$ cat src/rtl/pipe_freeze_ctrl.sv
// Fetch/decode/execute pipeline register control with hazard freeze,
// bubble insertion into E, branch redirect with delay slot, and a saturating stall counter.
module pipe_freeze_ctrl (
    input  logic        clk,
    input  logic        reset,
    input  logic        stall,
    input  logic        br_taken_D,
    input  logic [31:0] npc_D,
    input  logic [31:0] instr_F,
    input  logic [31:0] rs_val_D,
    input  logic [31:0] rt_val_D,
    input  logic [31:0] ext_imm_D,
    output logic [31:0] pc_F,
    output logic [31:0] ir_D,
    output logic [31:0] pc4_D,
    output logic [31:0] ir_E,
    output logic [31:0] pc8_E,
    output logic [31:0] rs_val_E,
    output logic [31:0] rt_val_E,
    output logic [31:0] imm_E,
    output logic        valid_E,
    output logic [15:0] stall_cnt
);

    localparam logic [31:0] RESET_PC = 32'h0000_3000;

    logic [31:0] pc_plus4;
    logic [31:0] pc_next;

    // A branch still waiting on operands has no valid outcome, so stall wins.
    always_comb begin
        pc_plus4 = pc_F + 32'd4;
        pc_next  = pc_plus4;
        if (stall) begin
            pc_next = pc_F;
        end else if (br_taken_D) begin
            pc_next = npc_D;
        end
    end

    always_ff @(posedge clk or negedge reset) begin
        if (!reset) begin
            pc_F <= RESET_PC;
        end else begin
            pc_F <= pc_next;
        end
    end

    // F/D is never flushed: the instruction after a branch is its delay slot.
    always_ff @(posedge clk or negedge reset) begin
        if (!reset) begin
            ir_D  <= '0;
            pc4_D <= '0;
        end else if (!stall) begin
            ir_D  <= instr_F;
            pc4_D <= pc_plus4;
        end
    end

    always_ff @(posedge clk or negedge reset) begin
        if (!reset) begin
            ir_E     <= '0;
            pc8_E    <= '0;
            rs_val_E <= '0;
            rt_val_E <= '0;
            imm_E    <= '0;
            valid_E  <= 1'b0;
        end else if (stall) begin
            ir_E     <= '0;
            pc8_E    <= '0;
            rs_val_E <= '0;
            rt_val_E <= '0;
            imm_E    <= '0;
            valid_E  <= 1'b0;
        end else begin
            ir_E     <= ir_D;
            pc8_E    <= pc4_D + 32'd4;
            rs_val_E <= rs_val_D;
            rt_val_E <= rt_val_D;
            imm_E    <= ext_imm_D;
            valid_E  <= 1'b1;
        end
    end

    always_ff @(posedge clk or negedge reset) begin
        if (!reset) begin
            stall_cnt <= '0;
        end else if (stall && (stall_cnt != 16'hFFFF)) begin
            stall_cnt <= stall_cnt + 16'd1;
        end
    end

endmodule

$ cat config.mk
export PLATFORM = sky130hd
export DESIGN_NAME = pipe_freeze_ctrl
export DESIGN_NICKNAME = d
export VERILOG_FILES = /design/src/rtl/pipe_freeze_ctrl.sv
export SDC_FILE = /design/constraint.sdc
export NUM_CORES = 1
export LEC_CHECK = 0
export CAP_MARGIN = 20
export CORE_AREA = 3 3 237 169
export DETAILED_ROUTE_END_ITERATION = 10
export DIE_AREA = 0 0 240 172
export GPL_TIMING_DRIVEN = 0
export PLACE_DENSITY_LB_ADDON = 0.05
export SLEW_MARGIN = 20
export SYNTH_ARGS = -nofsm -noshare
export SYNTH_HDL_FRONTEND = slang
export SYNTH_SLANG_ARGS = --single-unit
$ cat constraint.sdc
create_clock -name clk -period 2.5 [get_ports clk]
set_input_delay 0.5 -clock clk [delete_from_list [all_inputs] [get_ports clk]]
set_output_delay 0.5 -clock clk [all_outputs]
set_load 0.01 [all_outputs]
### Word level (Yosys, flattened, before mapping)

Index checks and enable logic that the tools add are counted.
Widths: inputs -> output; s select.

* equality and inequality tests: 1
* add/sub/neg operators: 3
* multiplexer cells: 7
* reductions and logical operators: 1

Operators with widths (count)
* $mux 32: 6
* $add 32x3->32 const B: 2
* $add 16x1->16 const B: 1
* $ne 16x16->1 const B: 1
* $logic_and 1x1->1: 1
* $mux 1: 1

* output and inout port bits: 273
* flip-flop bits (word level): 273
* input port bits: 164

### Logic depth before layout (Yosys ltp)

Gate-level depths: netlist of the first run.

* depth in word-level cells: 2
* mapped depth: 7
* mapped depth without buffers: 5

### Least setup slack after synthesis of the first run

No wires, ideal clock.

* path kind: register to register
* from: register pc_F[13]
* to: register pc_F[31]
* cell stages (with the launch flop): 8
* setup time: 0.144 ns
* buffers on the path: 3
* arrival: 2.138 ns
* setup slack: 0.218 ns
* cells stage by stage: dfstp_2 > buf_4 > nand4_2 > or4_4 > buf_6 > buf_2 > o311ai_0 > o311ai_1

* cells in the longest elaborated chain, start to end: 2

RTL lines
* from (decl): line 13 `output logic [31:0] pc_F,`
* from (signal assigned): line 45 `pc_F <= pc_next;`
* $add 32x3->32: line 32 `pc_plus4 = pc_F + 32'd4;`
* $mux 32: line 36 `end else if (br_taken_D) begin`

Every way passes these cells.
A chain may end at the register's enable or synchronous reset.

### Worst setup path in the final report of the first run

* from: register pc_F[13]
* to: register pc4_D[26]

* cells in the longest elaborated chain, start to end: 1

RTL lines
* $add 32x3->32: line 32
* to (signal assigned): line 56 `pc4_D <= pc_plus4;`
* to (decl): line 15 `output logic [31:0] pc4_D,`

Every way passes these cells.

==> results.md, run 1 <==
- Max-slew violations: 0
- Synth unique cells: 53
- Compound-gate portion of the synthesized area: 9.00%
- DR vias/cell: 4.82
- Gate Count Post-Synth: 995
- Die Footprint: 41300 um^2
- Rel. slew slack: 46.3%
- TritonCTS clock tree: built
- Vias: 9574
- Number of flops mapped to enable cells by yosys: 0
- Initial drt markers: 582
- Setup crit start kind: flip-flop
- Skew-Pair Late Insertion Delay: 0.57 ns
- Pleak: 0.00700 uW
- Mux cell area share after synthesis: 4.07%
- Max cap viols: 0
- Status: finished, final reports clean
- Setup slack, reg-to-reg: 0.07 ns
- Fin. Hold Viols: 0
- # port buffers: 435
- Worst-path clk slew: 0.07 ns
- Placed cells: 1929
- Place WS: -1.36 ns
- Largest net degree at the start of global routing: 82
- Commonest non-fill, non-tap cells in the layout: clkdlybuf4s50_1 (434), dfrtp_1 (270), nor2b_1 (137)
- Avg Cell Area, Syn: 11.4 um^2
- # fillers: 3656
- CP Capture Type: flip-flop
- H-Tree Depth: 1
- Hold/Removal Path Class: input pin to async pin
- Remaining global-route overflow: 0
- Initial Utilization: 29.7%
- Worst Path Required: 2.97 ns
- Share of layout cells above drive strength 1: 8.72%
- Most common cell after layout, fill and taps aside: clkdlybuf4s50_1
- Worst Tran Pin Value: 0.799 ns
- Worst EP arrival: 2.90 ns
- Initial antenna violation count: 2
- Num CTS Buffers: 29
- Antenna-violating nets left: 0
- Tot GR Track Use: 19.3%
- Num rows: 60
- Tot Pwr: 12500 uW
- Yosys reg bits: 273
- Top FF cell, synth: dfrtp_1
- Post-Synth XOR/XNOR Area: 2.63%
- Finished Layout Cells: 1987
- Setup TNS: 0 ns
- Area of the multi-input gates: 4170 um^2
- Post-detail-place hpwl: 31000 um
- Total Wirelength: 41500 um
- Pwr dens: 717 nW/um^2
- Synth Warn #: 0
- Final #Nets: 1635
- RD Place Congestion: 0.866
- IO Pins: 437
- Tcrit/Tclk final: 97.2%
- Clock Sinks: 273
- Die Y: 172 um
- VDD IR max: 451 uV
- Clock Skew: 0.0141 ns
- Seq/Total Area, Yosys: 60.4%
- Post-synthesis cell area: 11300 um^2
- Unrepaired setup endpoints after global routing: no
- Min Tclk post-route: 2.43 ns
- Crit path kind: flip-flop to flip-flop
- Max Fclk: 0.412 GHz
- Vias in the first global route: 9292
- CTS Buffer Depth: 3
- Sequential cell area: 6840 um^2
- CTS Root Cell: clkbuf_16
- Syn Nets: 1162
- Final Util: 45.7%
- DR DRC count: 0
- Simple-gate area share of the yosys netlist: 20.4%
- Largest family of logic cells by synthesized area: simple AND/OR/NAND/NOR gates
- Drt first pass iters: 5
- Synth Area in Adders: 0.332%
- Setup Viol. Count Final: 0
- Area Growth Syn to Fin: 54.2%
- Routed len/inst: 20.9 um
- Global-route wire length before repair: 60800 um
- Synth async-reset ratio: 100%
- Die width: 240 um
- CP max FO: 10
- Worst setup margin: 0.0706 ns
- Core footprint: 38100 um^2
## power breakdown
group	total (uW)	switching, uW	internal [uW]	leakage (uW)
registers	5390	503	4880	0.00340
logic	2700	1230	1470	0.00313
clock network	4420	1830	2590	0.000477
## metal layers
metal | wire, um | share of wire, % | global-route usage (%) | vias to the layer above
met5 | 27 | 0.065 | 0 | -
met2 | 18500 | 45 | 29.6 | 401
met1 | 18300 | 44 | 26.8 | 4643
li1 | - | - | - | 4469
met4 | 818 | 2.0 | 3.84 | 4
met3 | 3870 | 9.3 | 6.43 | 57
## registers in the layout, summed over array words and instances, names as in the netlist
register	flops
pc8_E	32
imm_E	32
pc4_D	32
ir_D	32
ir_E	32
stall_cnt	16
pc_F	32
rt_val_E	32
rs_val_E	32
valid_E	1
## worst paths after layout
check,startpoint,to,depth (start not counted)
worst max-delay path,pc_F[13],pc4_D[26],6
worst min-delay path,reset,pc8_E[6],2
worst max register to register,pc_F[13],pc4_D[26],6
worst min register to register,stall_cnt[9],stall_cnt[9],1
max in group asynchronous,reset,pc4_D[1],4
min in group clk,npc_D[1],pc_F[1],3
## cell usage after synthesis, types with 11 or more instances
| cell type | number | area (um^2) |
|---|---|---|
| clkbuf_1 | 53 | 199 |
| xnor2_1 | 22 | 193 |
| o21ai_0 | 38 | 190 |
| xor2_1 | 12 | 105 |
| nand4_1 | 30 | 188 |
| nor2_1 | 45 | 169 |
| nand2_1 | 50 | 188 |
| nand3_1 | 28 | 140 |
| a21oi_1 | 27 | 135 |
| o31ai_1 | 14 | 105 |
| and4_1 | 11 | 96.3 |
| nor4_1 | 14 | 87.6 |
| mux2_2 | 40 | 450 |
| inv_1 | 16 | 60.1 |
| o311ai_0 | 11 | 96.3 |
| or3_1 | 25 | 156 |
| nor2b_1 | 137 | 857 |
| a22oi_1 | 21 | 158 |
| a31oi_1 | 14 | 87.6 |
| dfrtp_1 | 271 | 6780 |
| or4_1 | 22 | 165 |
| nor3_1 | 11 | 55.1 |
## area by class of cell
cell class / count / share of cell area (%)
antenna: 1 / 0.0143
timing repair buffer: 444 / 25.7
multi-input combinational: 634 / 23.9
clock buffer: 42 / 4.73
buffer: 70 / 1.75
clock inverter: 11 / 0.767
tap: 496 / 3.56
inverter: 16 / 0.344
sequential: 273 / 39.2
## repair_timing
action	in CTS	in global routing
endpoints found under the hold margin	46	0
hold buffers	1	0
setup buffers	1	4
pin swaps	1	2
endpoints found under the setup margin	143	28
resized for setup	10	12
## logic make-up after synthesis
group / count (synthesis)
AO/OA/AOI/OAI: 155
AND/OR/NAND/NOR: 401
XOR/XNOR: 34
buffers and inverters: 88
adder cells (fa/ha/maj): 3
flip-flops: 273
multiplexers: 41
## critical path: stages, from the launching register on
cell and delay, ns:
dfstp_2 0.53, buf_4 0.17, nand4_4 0.17, or4_4 0.57, buf_6 0.16, or4_1 0.51
a31oi_1 0.21
## per-stage QoR
| step | area [um^2] | hold WS, ns |
|---|---|---|
| after global placement | 16300 | 0.487 |
| final | 17400 | 0.445 |
| after CTS | 17400 | 0.424 |
| after floorplan | 11300 | 0.204 |
| after global routing | 17400 | 0.441 |
| after detailed placement | 16400 | 0.444 |
Note: power is estimated with default switching activity, not from simulation.
==> run 2: changes to the inputs <==
--- a/config.mk
+++ b/config.mk
@@ -11,7 +11,6 @@
 export DIE_AREA = 0 0 240 172
 export GPL_TIMING_DRIVEN = 0
 export PLACE_DENSITY_LB_ADDON = 0.05
-export SLEW_MARGIN = 20
 export SYNTH_ARGS = -nofsm -noshare
 export SYNTH_HDL_FRONTEND = slang
 export SYNTH_SLANG_ARGS = --single-unit
==> results.md, run 2 (synthesis gave the netlist of run 1 again) <==
- Final #Nets: 1637
- Place WS: -1.37 ns
- Initial antenna violation count: 3
- Fin. Hold Viols: 0
- Worst-path clk slew: 0.06 ns
- # fillers: 3617
- Rel. slew slack: 38.6%
- TritonCTS clock tree: built
- Setup Viol. Count Final: 1
- Worst EP arrival: 2.94 ns
- Commonest non-fill, non-tap cells in the layout: clkdlybuf4s50_1 (434), dfrtp_1 (270), nor2b_1 (137)
- Remaining global-route overflow: 0
- Initial Utilization: 29.7%
- Max Fclk: 0.397 GHz
- Core footprint: 38100 um^2
- Antenna-violating nets left: 0
- Vias: 9577
- Skew-Pair Late Insertion Delay: 0.57 ns
- Routed len/inst: 20.8 um
- Cell family with most CP delay: simple AND/OR/NAND/NOR gates
- CTS Buffer Depth: 3
- Clock Skew: 0.0110 ns
- Area of the multi-input gates: 4150 um^2
- Setup slack, reg-to-reg: -0.02 ns
- Sequential power share: 42.6%
- Cell Int Power: 9090 uW
- Num CTS Buffers: 31
- Largest net degree at the start of global routing: 112
- DR DRC count: 0
- Tot GR Track Use: 19.3%
- Tcrit/Tclk final: 101%
- Most common cell after layout, fill and taps aside: clkdlybuf4s50_1
- CP Capture Type: flip-flop
- Drt first pass iters: 5
- Crit path kind: flip-flop to flip-flop
- Initial drt markers: 560
- Die Y: 172 um
- Hold/Removal Path Class: input pin to flip-flop
- Unrepaired setup endpoints after global routing: yes
- Worst Path Required: 2.92 ns
- Violated checks: setup timing
- IO Pins: 437
- Pwr dens: 725 nW/um^2
- Vias in the first global route: 9414
- Global-route wire length before repair: 60900 um
- Clock Power Share: 36.2%
- Max cap viols: 0
- CP max stage cell: nor3_1
- Die Footprint: 41300 um^2
- CTS Root Cell: clkbuf_16
- Die width: 240 um
- CP bufs+invs: 1
- Min Tclk post-route: 2.52 ns
- VDD IR max: 483 uV
- Status: finished, violations left
- Share of layout cells above drive strength 1: 8.66%
- Clock Sinks: 273
- CP Cell Sequence: nand4_1, buf_2, nor3_1, nand3_1, o311ai_0
- Worst setup margin: -0.0176 ns
- Tot Pwr: 12700 uW
- Worst Tran Pin Value: 0.912 ns
- # port buffers: 435
- Max-slew violations: 0
- Setup crit start kind: flip-flop
- Combinational share of power: 21.2%
- Sw Share: 28.2%
- Area Growth Syn to Fin: 54.3%
- DR vias/cell: 4.82
- CP peak stage delay: 0.53 ns
- Num rows: 60
- Total Wirelength: 41400 um
- CP max FO: 10
- Sequential cell area: 6840 um^2
- Post-detail-place hpwl: 31000 um
- Sw power: 3570 uW
- Pleak: 0.00702 uW
- RD Place Congestion: 0.866
- H-Tree Depth: 1
-- run 2: changes by cell type in the layout (fill, tap and decap cells not counted), moves of 2 or more --
cell	change
buf_2	+2
clkbuf_1	-2
clkbuf_16	+2
nor4_1	+2
clkinv_2	-3
nor4_2	-2
-- run 2: layout make-up --
type                       instances  share of cell area [%]
timing repair buffer             444                    25.6
clock buffer                      44                    5.07
antenna                            2                  0.0287
clock inverter                     9                   0.724
tap                              496                    3.56
sequential                       273                    39.2
inverter                          16                   0.344
buffer                            70                    1.76
multi-input combinational        634                    23.8
-- run 2: power by group through the flow --
stage          clock (uW)  sequential, uW  combinational [uW]
3_5_place_dp            0            5440                2710
2_1_floorplan           0            5540                 804
3_3_place_gp            0            5440                2690
6_report             4580            5390                2690
4_1_cts              4730            5370                2730
5_1_grt              4920            5460                2920
-- run 2: path summary, 6_finish.rpt --
check | start | endpoint | cells after the start
setup / recovery | pc_F[5] | pc_F[19] | 5
setup reg to reg | pc_F[5] | pc_F[19] | 5
hold reg to reg | stall_cnt[15] | stall_cnt[15] | 1
min in group asynchronous | reset | pc8_E[4] | 2
hold / removal | npc_D[1] | pc_F[1] | 3
max in group asynchronous | reset | rt_val_E[9] | 3
-- run 2: tightest hold or removal path, stage by stage --
cell,delay [ns]
clkdlybuf4s50_1,0.40
nand2_1,0.06
nand2_1,0.04
-- run 2: routing by layer --
layer | GRT usage [%] | wire, um | part of all wire, % | vias up
met5 | 0 | 13 | 0.031 | -
met4 | 5.22 | 1030 | 2.5 | 2
met3 | 6.58 | 3860 | 9.3 | 69
met2 | 28.7 | 18000 | 43 | 384
met1 | 26.9 | 18500 | 45 | 4643
li1 | - | - | - | 4479
-- run 2: what timing repair did --
action / in CTS / in global routing
pin swaps: 1 / 1
setup endpoints to repair: 131 / 19
hold endpoints to repair: 75 / 0
gates resized for setup: 13 / 7
setup buffers: 1 / 4
hold buffers: 1 / 0
-- run 2: metrics by stage --
stage	hold slack (ns)	cells	TNS (ns)	instance area [um^2]	util, %
2_1_floorplan	0.204	995	0	11300	-
3_3_place_gp	0.487	1926	-3362.56	16300	42.7
3_5_place_dp	0.488	1929	-169.95	16400	42.9
4_1_cts	0.424	1983	0	17400	45.6
5_1_grt	0.450	1988	-0.0888	17500	45.8
6_report	0.460	1988	-0.0176	17500	45.8
==> run 3: changes to the inputs <==
--- a/config.mk
+++ b/config.mk
@@ -5,12 +5,11 @@
 export SDC_FILE = /design/constraint.sdc
 export NUM_CORES = 1
 export LEC_CHECK = 0
-export CAP_MARGIN = 20
 export CORE_AREA = 3 3 237 169
 export DETAILED_ROUTE_END_ITERATION = 10
 export DIE_AREA = 0 0 240 172
 export GPL_TIMING_DRIVEN = 0
-export PLACE_DENSITY_LB_ADDON = 0.05
+export PLACE_DENSITY = 0.66
 export SYNTH_ARGS = -nofsm -noshare
 export SYNTH_HDL_FRONTEND = slang
 export SYNTH_SLANG_ARGS = --single-unit
==> results.md, run 3 (synthesis gave the netlist of run 1 again) <==
- Vias: 9894
- Max cap viols: 0
- Setup slack, reg-to-reg: 0.06 ns
- Tot GR Track Use: 18.6%
- Total Wirelength: 40500 um
- CP max stage cell: or4_4
- Worst hold start: rt_val_D[20]
- Global-route wire length before repair: 59500 um
- DR WL met2: 18000 um
- Hold Path Depth: 2
- Die Y: 172 um
- DR vias/cell: 4.97
- VDD IR max: 461 uV
- R2R Path Start: pc_F[13]
- Pwr dens: 731 nW/um^2
- Crit path from: pc_F[13]
- # port buffers: 435
- Final #Nets: 1635
- Vias in the first global route: 9727
- Num CTS Buffers: 30
- Worst setup margin: 0.0576 ns
- R2R cell count: 6
- CP peak stage delay: 0.62 ns
- Initial Utilization: 29.7%
- Fin. Hold Viols: 0
- Hold/Removal Path Class: input pin to flip-flop
- CP bufs+invs: 2
- Place WS: -1.28 ns
- Worst hold margin: 0.475 ns
- H-Tree Depth: 1
- Worst-path clk slew: 0.06 ns
- Max Fclk: 0.409 GHz
- DR DRC count: 0
- Routed len/inst: 20.3 um
- Worst Path Required: 2.98 ns
- Clock Sinks: 273
- Skew-Pair Late Insertion Delay: 0.58 ns
- CTS Root Cell: clkbuf_16
- CTS Buffer Depth: 3
- TritonCTS clock tree: built
- CP Capture Type: flip-flop
- DR top layer: met5
- Worst Tran Pin Value: 0.817 ns
- Placed cells: 1928
- Setup Viol. Count Final: 0
- Min Tclk post-route: 2.44 ns
- Placed Area: 16300 um^2
- Setup crit start kind: flip-flop
- Post-route cell area: 17500 um^2
- Crit path kind: flip-flop to flip-flop
- Largest net degree at the start of global routing: 121
- Remaining global-route overflow: 0
- Setup TNS: 0 ns
- Die width: 240 um
- Critical path depth: 6
- Clock Skew: 0.0311 ns
- IO Pins: 437
- Max-slew violations: 0
- WL met1: 17100 um
- Finished Layout Cells: 1991
- Met3 routed WL: 4360 um
- Initial drt markers: 674
- Core footprint: 38100 um^2
- Post-detail-place hpwl: 30400 um
- Drt first pass iters: 6
- Share of layout cells above drive strength 1: 8.99%
- CP max FO: 10
- Rel. slew slack: 45.0%
- Antenna-violating nets left: 0
- CP Cell Sequence: buf_4, nand4_4, or4_4, buf_6, or4_1, a31oi_1
- Num rows: 60
- Commonest non-fill, non-tap cells in the layout: clkdlybuf4s50_1 (434), dfrtp_1 (271), nor2b_1 (137)
- Status: finished, final reports clean
- Worst EP arrival: 2.92 ns
- Initial antenna violation count: 3
- Pleak: 0.00704 uW
- Critical Path End: pc4_D[25]
- RD Place Congestion: 0.918
- Most common cell after layout, fill and taps aside: clkdlybuf4s50_1
- Die Footprint: 41300 um^2
- Tcrit/Tclk final: 97.7%
- Area Growth Syn to Fin: 54.9%
- Cell family with most CP delay: simple AND/OR/NAND/NOR gates
- RR Endpoint: pc4_D[25]
## run 3: layout make-up
cell class,instances,area (um^2)
sequential,273,6830
antenna,4,10.0
timing repair buffer,444,4470
buffer,69,303
clock buffer,47,936
tap,496,621
clock inverter,8,129
multi-input combinational,634,4160
fill,3503,20600
inverter,16,60.1
## run 3: layer usage
metal,vias to the layer above,global-route usage (%)
li1,4476,-
met1,4837,25.1
met2,502,28.9
met5,-,0
met4,4,4.23
met3,75,6.74
## run 3: power breakdown
group / switching, uW / internal [uW]
clock network: 1840 / 2870
logic: 1210 / 1460
registers: 532 / 4880
## run 3: repair_timing
item | 4_1_cts | 5_1_grt
gates resized for setup | 8 | 14
gates cloned | 0 | 0
setup buffers | 0 | 6
hold buffers | 1 | 0
hold endpoints to repair | 52 | 0
setup endpoints to repair | 93 | 84
pin swaps | 0 | 4
## run 3: stage by stage
stage / utilization (%) / total power, uW
after floorplan: - / 6350
after global placement: 42.7 / 8090
after detailed placement: 42.9 / 8140
after CTS: 45.7 / 12900
final: 45.9 / 12800
after global routing: 45.9 / 13400
## run 3: worst min-delay path by stage
stage,endpoint,slack [ns]
after floorplan,imm_E[0],0.20
after global placement,stall_cnt[15],0.49
after detailed placement,rs_val_E[2],0.46
after CTS,rt_val_E[9],0.44
after global routing,imm_E[21],0.46
final,rt_val_E[20],0.47
